[config.mk]
export PLATFORM = sky130hd
export DESIGN_NAME = vc_rr_arbiter
export DESIGN_NICKNAME = d
export VERILOG_FILES = /design/src/rtl/vc_rr_arbiter.sv
export SDC_FILE = /design/constraint.sdc
export NUM_CORES = 1
export LEC_CHECK = 0
export ABC_AREA = 0
export CAP_MARGIN = 10
export CORE_ASPECT_RATIO = 0.5
export CORE_MARGIN = 4
export CORE_UTILIZATION = 38
export CTS_CLUSTER_SIZE = 24
export DETAILED_ROUTE_END_ITERATION = 7
export PLACE_DENSITY = 0.8
export SETUP_SLACK_MARGIN = 0.4
export SYNTH_ARGS = -nofsm -noshare
export SYNTH_HDL_FRONTEND = slang
export SYNTH_SLANG_ARGS = --single-unit
[constraint.sdc]
create_clock -name clk -period 2.3 [get_ports clk]
set_clock_uncertainty 0.2 [all_clocks]
set_input_delay 0.345 -clock clk [delete_from_list [all_inputs] [get_ports clk]]
set_output_delay 0.345 -clock clk [all_outputs]
set_load 0.1 [all_outputs]
[src/rtl/vc_rr_arbiter.sv]
`default_nettype none
// ============================================================================
// Module   : vc_rr_arbiter
// Function : strict-priority VC arbiter with round-robin port selection and
//            per-destination routing. Optional starvation guard for VC>0 is
//            built when ARB_STARVE_GUARD_EN is defined.
// Revision : 1.0  initial release
// ============================================================================
module vc_rr_arbiter #(
  parameter  int DATA_W       = 6,
  parameter  int NUM_PORTS    = 2,
  parameter  int NUM_VC       = 2,
  parameter  int NUM_DEST     = 2,
  parameter  int DEST_LSB     = 4,
  parameter  int STARVE_LIMIT = 8,
  localparam int DEST_W       = (NUM_DEST > 1) ? $clog2(NUM_DEST) : 1,
  localparam int VC_W         = (NUM_VC > 1) ? $clog2(NUM_VC) : 1
) (
  input  logic                                 clk,
  input  logic                                 reset_L,
  input  logic [NUM_VC*NUM_PORTS*DATA_W-1:0]   data_in,
  input  logic [NUM_VC*NUM_PORTS-1:0]          empty_in,
  input  logic [NUM_DEST-1:0]                  pause_in,
  output logic [NUM_VC*NUM_PORTS-1:0]          pop_out,
  output logic [NUM_DEST*(DATA_W+VC_W)-1:0]    data_out,
  output logic [NUM_DEST-1:0]                  valid_out
);

  localparam int NQ    = NUM_VC * NUM_PORTS;
  localparam int PTR_W = $clog2(NUM_PORTS);
  localparam int OUT_W = DATA_W + VC_W;

  logic [DATA_W-1:0]   w_head [NQ];
  logic [NQ-1:0]       w_req;
  logic [NUM_VC-1:0]   w_vc_any;
  logic [PTR_W-1:0]    w_pick [NUM_VC];
  logic [PTR_W-1:0]    r_ptr  [NUM_VC];
  logic                w_grant;
  logic [VC_W-1:0]     w_gvc;
  logic [PTR_W-1:0]    w_gport;
  logic [NQ-1:0]       w_pop;
  logic [DATA_W-1:0]   w_gword;
  logic [DEST_W-1:0]   w_gdest;
  logic [NUM_VC-1:0]   w_starved;
  logic [NUM_DEST-1:0] r_valid;
  logic [OUT_W-1:0]    r_data [NUM_DEST];

  if (NUM_PORTS < 2) begin : g_chk_ports
    $error("vc_rr_arbiter: NUM_PORTS must be at least 2");
  end
  if ((NUM_DEST & (NUM_DEST - 1)) != 0) begin : g_chk_dest
    $error("vc_rr_arbiter: NUM_DEST must be a power of 2");
  end
  if (DEST_LSB + DEST_W > DATA_W) begin : g_chk_field
    $error("vc_rr_arbiter: destination field exceeds DATA_W");
  end
  if (STARVE_LIMIT < 1) begin : g_chk_limit
    $error("vc_rr_arbiter: STARVE_LIMIT must be at least 1");
  end

  // A head is eligible only if its FIFO has data and its own destination is not paused.
  for (genvar i = 0; i < NQ; i++) begin : g_req
    logic [DEST_W-1:0] w_dest;
    assign w_head[i] = data_in[i*DATA_W +: DATA_W];
    assign w_dest    = w_head[i][DEST_LSB +: DEST_W];
    assign w_req[i]  = ~empty_in[i] & ~pause_in[w_dest];
  end

  for (genvar v = 0; v < NUM_VC; v++) begin : g_vc
    logic [NUM_PORTS-1:0] w_rq;
    logic                 w_any;
    logic [PTR_W-1:0]     w_sel;
    logic [PTR_W:0]       w_cand;
    assign w_rq = w_req[v*NUM_PORTS +: NUM_PORTS];
    always_comb begin
      w_any  = 1'b0;
      w_sel  = '0;
      w_cand = '0;
      for (int k = 0; k < NUM_PORTS; k++) begin
        w_cand = {1'b0, r_ptr[v]} + (PTR_W+1)'(k);
        if (w_cand >= (PTR_W+1)'(NUM_PORTS)) begin
          w_cand = w_cand - (PTR_W+1)'(NUM_PORTS);
        end
        if (!w_any && w_rq[w_cand[PTR_W-1:0]]) begin
          w_any = 1'b1;
          w_sel = w_cand[PTR_W-1:0];
        end
      end
    end
    assign w_vc_any[v] = w_any;
    assign w_pick[v]   = w_sel;
  end

`ifdef ARB_STARVE_GUARD_EN
  localparam int CNT_W = $clog2(STARVE_LIMIT + 1);
  logic [CNT_W-1:0] r_wait [NUM_VC];

  // VC0 never needs a guard, so its counter is pinned at zero.
  always_ff @(posedge clk) begin
    for (int v = 0; v < NUM_VC; v++) begin
      if (!reset_L || v == 0) begin
        r_wait[v] <= '0;
      end else if (w_grant && w_gvc == VC_W'(v)) begin
        r_wait[v] <= '0;
      end else if (w_vc_any[v] && r_wait[v] != CNT_W'(STARVE_LIMIT)) begin
        r_wait[v] <= r_wait[v] + CNT_W'(1);
      end
    end
  end

  always_comb begin
    w_starved = '0;
    for (int v = 1; v < NUM_VC; v++) begin
      w_starved[v] = (r_wait[v] == CNT_W'(STARVE_LIMIT));
    end
  end
`else
  assign w_starved = '0;
`endif

  always_comb begin
    w_grant = 1'b0;
    w_gvc   = '0;
    for (int v = NUM_VC-1; v >= 0; v--) begin
      if (w_vc_any[v]) begin
        w_grant = 1'b1;
        w_gvc   = VC_W'(v);
      end
    end
    // A saturated wait counter lets its VC jump ahead; lowest such VC wins.
    for (int v = NUM_VC-1; v >= 0; v--) begin
      if (w_vc_any[v] && w_starved[v]) begin
        w_gvc = VC_W'(v);
      end
    end
    w_gport = w_pick[w_gvc];
    w_pop   = '0;
    w_gword = '0;
    for (int v = 0; v < NUM_VC; v++) begin
      for (int p = 0; p < NUM_PORTS; p++) begin
        w_pop[v*NUM_PORTS+p] = w_grant && (w_gvc == VC_W'(v)) && (w_gport == PTR_W'(p));
        if (w_pop[v*NUM_PORTS+p]) begin
          w_gword = w_gword | w_head[v*NUM_PORTS+p];
        end
      end
    end
    w_gdest = w_gword[DEST_LSB +: DEST_W];
  end

  assign pop_out   = reset_L ? w_pop : '0;
  assign valid_out = r_valid;

  for (genvar d = 0; d < NUM_DEST; d++) begin : g_out
    assign data_out[d*OUT_W +: OUT_W] = r_data[d];
  end

  always_ff @(posedge clk) begin
    if (!reset_L) begin
      r_valid <= '0;
      for (int d = 0; d < NUM_DEST; d++) begin
        r_data[d] <= '0;
      end
      for (int v = 0; v < NUM_VC; v++) begin
        r_ptr[v] <= '0;
      end
    end else begin
      r_valid <= w_grant ? (NUM_DEST'(1) << w_gdest) : '0;
      if (w_grant) begin
        r_data[w_gdest] <= {w_gvc, w_gword};
        r_ptr[w_gvc]    <= (w_gport == PTR_W'(NUM_PORTS-1)) ? '0 : w_gport + PTR_W'(1);
      end
    end
  end

endmodule
`default_nettype wire

==> reports/qor.yml, run 1 <==
floorplanning:
  pin_count: 52
  core_area_mm2: 0.00301
  rows: 14
  design.die.area_mm2: 0.00418
  die_w_um: 87.6
  start_util_pct: 39.9
  fp.dieH_um: 47.8
cells_and_area:
  drive_above_1_share_pct: 57.9
  n_antenna_cell: 0
  syn2layout_area_growth_pct: 106
  nNetsFinal: 248
route:
  routedWlPerCell_um: 21.6
  viasPerCell: 6.00
  drc_errors: 0
  drt_iter0_markers: 101
  vias: 1524
  drtAntennaViolNets: 0
  routed_wl_um: 5490
  dr.pass1.iters: 4
yosys:
  avgSynthCellArea_um2: 10.0
  syn_inst: 120
  synthFlopType: "edfxtp_1"
  synth.top_cell.area_share_pct: 35.0
  syn_nets: 152
  synth_area_mm2: 0.00120
  synth-seq-cells: 18
  synthDistinctLibCells: 41
  ys_seq_area_share_pct: 41.6
  yosys_warnings: 0
  yosysTopAreaCell: "edfxtp_1"
  synth_edf_count: 14
  synth_area_leaders: "edfxtp_1 35%, dfxtp_1 6.7%, a2111oi_0 4.4%"
  async_flop_share_pct: 0
worst_setup_path:
  worst_path_most_repeated_cell: "buf_4"
  startpoint_type: "primary input"
  cp_data_arrival_time_ps: 2040
  end_kind: "register"
  path_cells: "buf_6 > mux2_4 > a311o_1 > buf_4 > nor3_4 > buf_4 > a221oi_4 > nor2_2"
  path_buf_inv: 3
  crit_family: "simple AND/OR/NAND/NOR gates"
  cp_max_fo: 4
  path_class: "primary input to register"
  cp_slowest_cell: "a311o_1"
  cp_data_required_time_ps: 2200
  cpPeakStageDelay_ps: 380
sta:
  setup_ws_ps: 160
  rsz0062_at_grt: "true"
  min_period_over_period_pct: 93.0
  hold_violations: 0
  post-route-min-period_ps: 2140
  drv_slew: 0
  fmax_mhz: 467
  setup_viol: 0
  holdWs_ps: 420
place:
  place_congestion: 0.768
  port_buffers: 51
  dpl.hpwl_um: 2950
  dp_slack_ps: -498
clock_network:
  clock-sinks: 18
  cts_root_buffer: "clkbuf_8"
  path_clk_slew_ps: 60
  htreeDepth: 1
  cts_buffer_depth: 2
  insertion_delay_ps: 250
  cts_buffers: 3
  cts_tree: "yes"
  cts_hold_buf: 0
global_routing:
  first_global_vias: 1328
  antenna_found_initial: 0
  grt_overflow: 0
  grt_first_pass_wirelength_um: 6210
  grt_max_degree: 10
  gr-usage-all-layers_pct: 20.1
flow_run:
  cap_violations: 0
outcome:
  run_status: "finished clean"
worst_hold_path:
  hp-class: "register to register"
pwr:
  p_leak_nw: 0.988
  cellPowerDensity_mw_per_mm2: 536
  ir_drop_mv: 0.451
  total_power_mw: 1.33
-- worst paths after layout --
check	start	endpoint	slack, ps	cells past startpoint
min reg2reg	r_ptr[1]$_DFF_P_	r_ptr[1]$_DFF_P_	420	1
min	r_ptr[1]$_DFF_P_	r_ptr[1]$_DFF_P_	420	1
max	data_in[16]	r_data[1][2]$_SDFFCE_PN0P_	160	8
max reg2reg	r_ptr[0]$_DFF_P_	valid_out[0]$_SDFF_PN0_	230	9
-- Yosys cell counts (2+ instances only) --
cell / count
buf_4: 2
nor2_1: 13
edfxtp_1: 14
a21oi_1: 2
a2111oi_0: 6
and2_1: 4
nand2b_1: 2
mux2i_1: 2
a31o_1: 2
nand3_1: 6
buf_6: 2
nor2_2: 4
a31oi_1: 5
o21ai_0: 6
nor2b_1: 7
dfxtp_1: 4
nand2_1: 3
inv_1: 8
a221oi_1: 5
nor3_1: 2
-- layout by cell type, fill, tap and decap left out, types with 3 or more instances in the layout --
cell,Yosys,routed
nor2_1,13,8
nand3_1,6,5
a31oi_1,5,4
nor2b_1,7,6
buf_4,2,52
inv_2,0,4
clkdlybuf4s50_1,0,20
inv_1,8,4
clkbuf_8,0,3
a221oi_4,0,4
nor2_2,4,4
buf_6,2,12
edfxtp_1,14,14
o21ai_0,6,6
nor2_4,1,6
and2_4,0,3
buf_12,0,5
-- power breakdown --
part           switching (mW)  total, mW  internal (mW)  leakage (nW)
clock                   0.101      0.217          0.116        0.0216
combinational           0.446      0.712          0.267         0.783
sequential             0.0141      0.399          0.385         0.183
total                   0.561       1.33          0.768         0.988
-- worst reg2reg max path, stage by stage (launching register included) --
cell and delay [ps]:
dfxtp_4 380, nor2_4 70, a211o_4 330, buf_4 150, a31o_4 230, buf_4 140
nand3_4 160, buf_4 150, buf_4 100, inv_1 50
-- flip-flops by register name, indices dropped and copies added (netlist names) --
name and cells:
r_data 14, valid_out 2, r_ptr 2
-- stage by stage --
step / area, um^2 / setup TNS [ps] / instances / util, %
global placement: 2120 / -12080 / 238 / 70.4
global route: 2480 / 0 / 254 / 82.3
finish: 2480 / 0 / 254 / 82.3
floorplan: 1370 / -285 / 120 / -
detailed placement: 2120 / -13580 / 238 / 70.4
CTS: 2330 / 0 / 249 / 77.5
-- final cells by class --
| type | instances | area, um^2 |
|---|---|---|
| multi-input cells | 90 | 966 |
| inverters | 8 | 30.0 |
| flip-flops and latches | 18 | 505 |
| fillers | 169 | 534 |
| clock buffers | 3 | 41.3 |
| well taps | 40 | 50.0 |
| repair buffers | 95 | 886 |
-- routing by layer --
layer / share of wire [%] / global-route usage [%]
met1: 38 / 23.0
met2: 51 / 37.6
met3: 7.1 / 2.06
met4: 4.4 / 13.1
met5: 0 / 0
-- timing repair --
item | CTS | global route
buffers inserted | 8 | 5
gates resized for setup | 73 | 21
endpoints found under the setup margin | 35 | 31
endpoints found under the hold margin | 0 | 0
pin swaps | 11 | 19
-- kinds of logic after synthesis --
logic type / Yosys count / share of synthesized area, %
AND/OR/NAND/NOR: 49 / 24.9
AO/OA/AOI/OAI: 36 / 23.7
buffers and inverters: 12 / 5.62
flip-flops: 18 / 41.6
multiplexers: 4 / 3.85
other: 1 / 0.312
Note: power is estimated with default switching activity, not from simulation.
==> run 2, diff against run 1 <==
- TNS_END_PERCENT: unset -> 5
==> run 2 against run 1 <==
- non-clock buffer count down 9
- sequential share of layout area up 2.6 points
- global-route usage down 3.6 points
- design area down 12%
- largest cell class is now buffers
==> reports/qor.yml, run 2 (synthesis gave the netlist of run 1 again) <==
place:
  port_buffers: 51
  place_congestion: 0.843
  dp_slack_ps: -602
  dpl.hpwl_um: 2910
global_routing:
  gr-usage-met3_pct: 0.515
  use_met2_pct: 29.0
  first_global_vias: 1155
  grt_overflow: 0
  grt_first_pass_wirelength_um: 5310
  antenna_found_initial: 0
  top_usage_layer: "met2"
  met1_usage_pct: 23.1
  gr-usage-all-layers_pct: 16.4
  grt_max_degree: 11
clock_network:
  path_clk_slew_ps: 70
  insertion_delay_ps: 250
  clock-sinks: 18
  cts_tree: "yes"
  cts_buffers: 3
  htreeDepth: 1
  cts_buffer_depth: 2
  cts_root_buffer: "clkbuf_8"
floorplanning:
  die_w_um: 87.6
  start_util_pct: 39.9
  design.die.area_mm2: 0.00418
  rows: 14
  fp.dieH_um: 47.8
  core_area_mm2: 0.00301
  pin_count: 52
route:
  viasPerCell: 5.38
  drtAntennaViolNets: 0
  vias: 1324
  routed_wl_um: 3770
  drt_iter0_markers: 31
  routedWlPerCell_um: 15.3
  drc_errors: 0
  dr.pass1.iters: 4
cells_and_area:
  n_antenna_cell: 0
  final_cell_mix: "46 x buf_4, 21 x clkdlybuf4s50_1, 14 x edfxtp_1"
  syn2layout_area_growth_pct: 81.3
  top_register: "r_data"
  drive_above_1_share_pct: 48.5
  largest_register_ff_count: 14
  final_common_cell: "buf_4"
  nNetsFinal: 239
worst_setup_path:
  rr_endpoint: "r_data[1][2]$_SDFFCE_PN0P_"
  r2r-start: "r_ptr[1]$_DFF_P_"
  cp_data_arrival_time_ps: 1550
  cp_max_fo: 3
  r2r_cells: 5
  reg2reg_setup_slack_ps: 290
  cp_data_required_time_ps: 1750
  end_kind: "output pin"
  path_class: "primary input to output pin"
  startpoint_type: "primary input"
outcome:
  run_status: "finished clean"
worst_hold_path:
  hp-class: "register to register"
  min_path_cells: 1
  min_to: "r_ptr[1]$_DFF_P_"
  min-delay-start: "r_ptr[1]$_DFF_P_"
sta:
  fmax_mhz: 478
  setup_ws_ps: 210
  holdWs_ps: 359
  min_period_over_period_pct: 90.9
  drv_slew: 0
  post-route-min-period_ps: 2090
  hold_violations: 0
  setup_viol: 0
  rsz0062_at_grt: "true"
pwr:
  p_leak_nw: 0.896
  ir_drop_mv: 0.413
  cellPowerDensity_mw_per_mm2: 569
flow_run:
  cap_violations: 0
-- run 2: cell types whose count changed in the layout (fill, tap and decap cells not counted), sizes merged --
| cell | delta |
|---|---|
| clkbuf | +3 |
| dlymetal6s2s | -1 |
| buf | -10 |
| clkdlybuf4s50 | +1 |
| clkdlybuf4s15 | -1 |
-- run 2: cell type report --
cell class	count	area, um^2
well taps	40	50.0
fillers	220	833
inverters	8	30.0
multi-input cells	90	754
repair buffers	86	788
clock buffers	4	55.1
flip-flops and latches	18	502
-- run 2: per-stage QoR --
step	TNS [ps]	power [mW]	std cells	cell area (um^2)	utilization (%)
final	0	1.24	246	2180	72.3
after global routing	0	1.29	246	2180	72.3
after CTS	0	1.21	245	2060	68.5
after detailed placement	-13640	0.952	237	1980	65.8
after global placement	-11600	0.941	237	1980	65.8
after floorplan	-745	0.748	120	1220	-
-- run 2: worst max-delay path, stage by stage --
cell and delay, ps:
buf_8 100, mux2_4 210, buf_6 100, nor3_4 30
buf_6 120, nor4b_4 270, and2_4 190, buf_12 160
-- run 2: worst max-delay path by stage --
stage	cells past startpoint	startpoint	end	slack [ps]
2_1_floorplan	3	data_in[16]	pop_out[2]	-280
3_3_place_gp	7	data_in[10]	r_data[0][2]$_SDFFCE_PN0P_	-470
3_5_place_dp	7	data_in[10]	r_data[0][2]$_SDFFCE_PN0P_	-600
4_1_cts	6	data_in[22]	pop_out[2]	160
5_1_grt	7	data_in[22]	pop_out[3]	150
6_report	8	data_in[16]	pop_out[3]	210
-- run 2: metal layers --
metal  wire (um)  part of all wire (%)
met1        1670                    44
met2        1870                    50
met3         215                   5.7
met4          12                  0.32
met5           0                     0
-- run 2: what timing repair did --
action,4_1_cts,5_1_grt
setup endpoints to repair,35,32
pin swaps,3,6
buffers inserted,4,1
resized for setup,45,31
endpoints found under the hold margin,0,0
hold buffers,0,0
-- run 2: power breakdown --
group	leakage (nW)	switching, mW	internal (mW)	total [mW]
registers	0.182	0.0129	0.385	0.398
clock network	0.0288	0.0984	0.152	0.250
logic	0.685	0.374	0.218	0.592
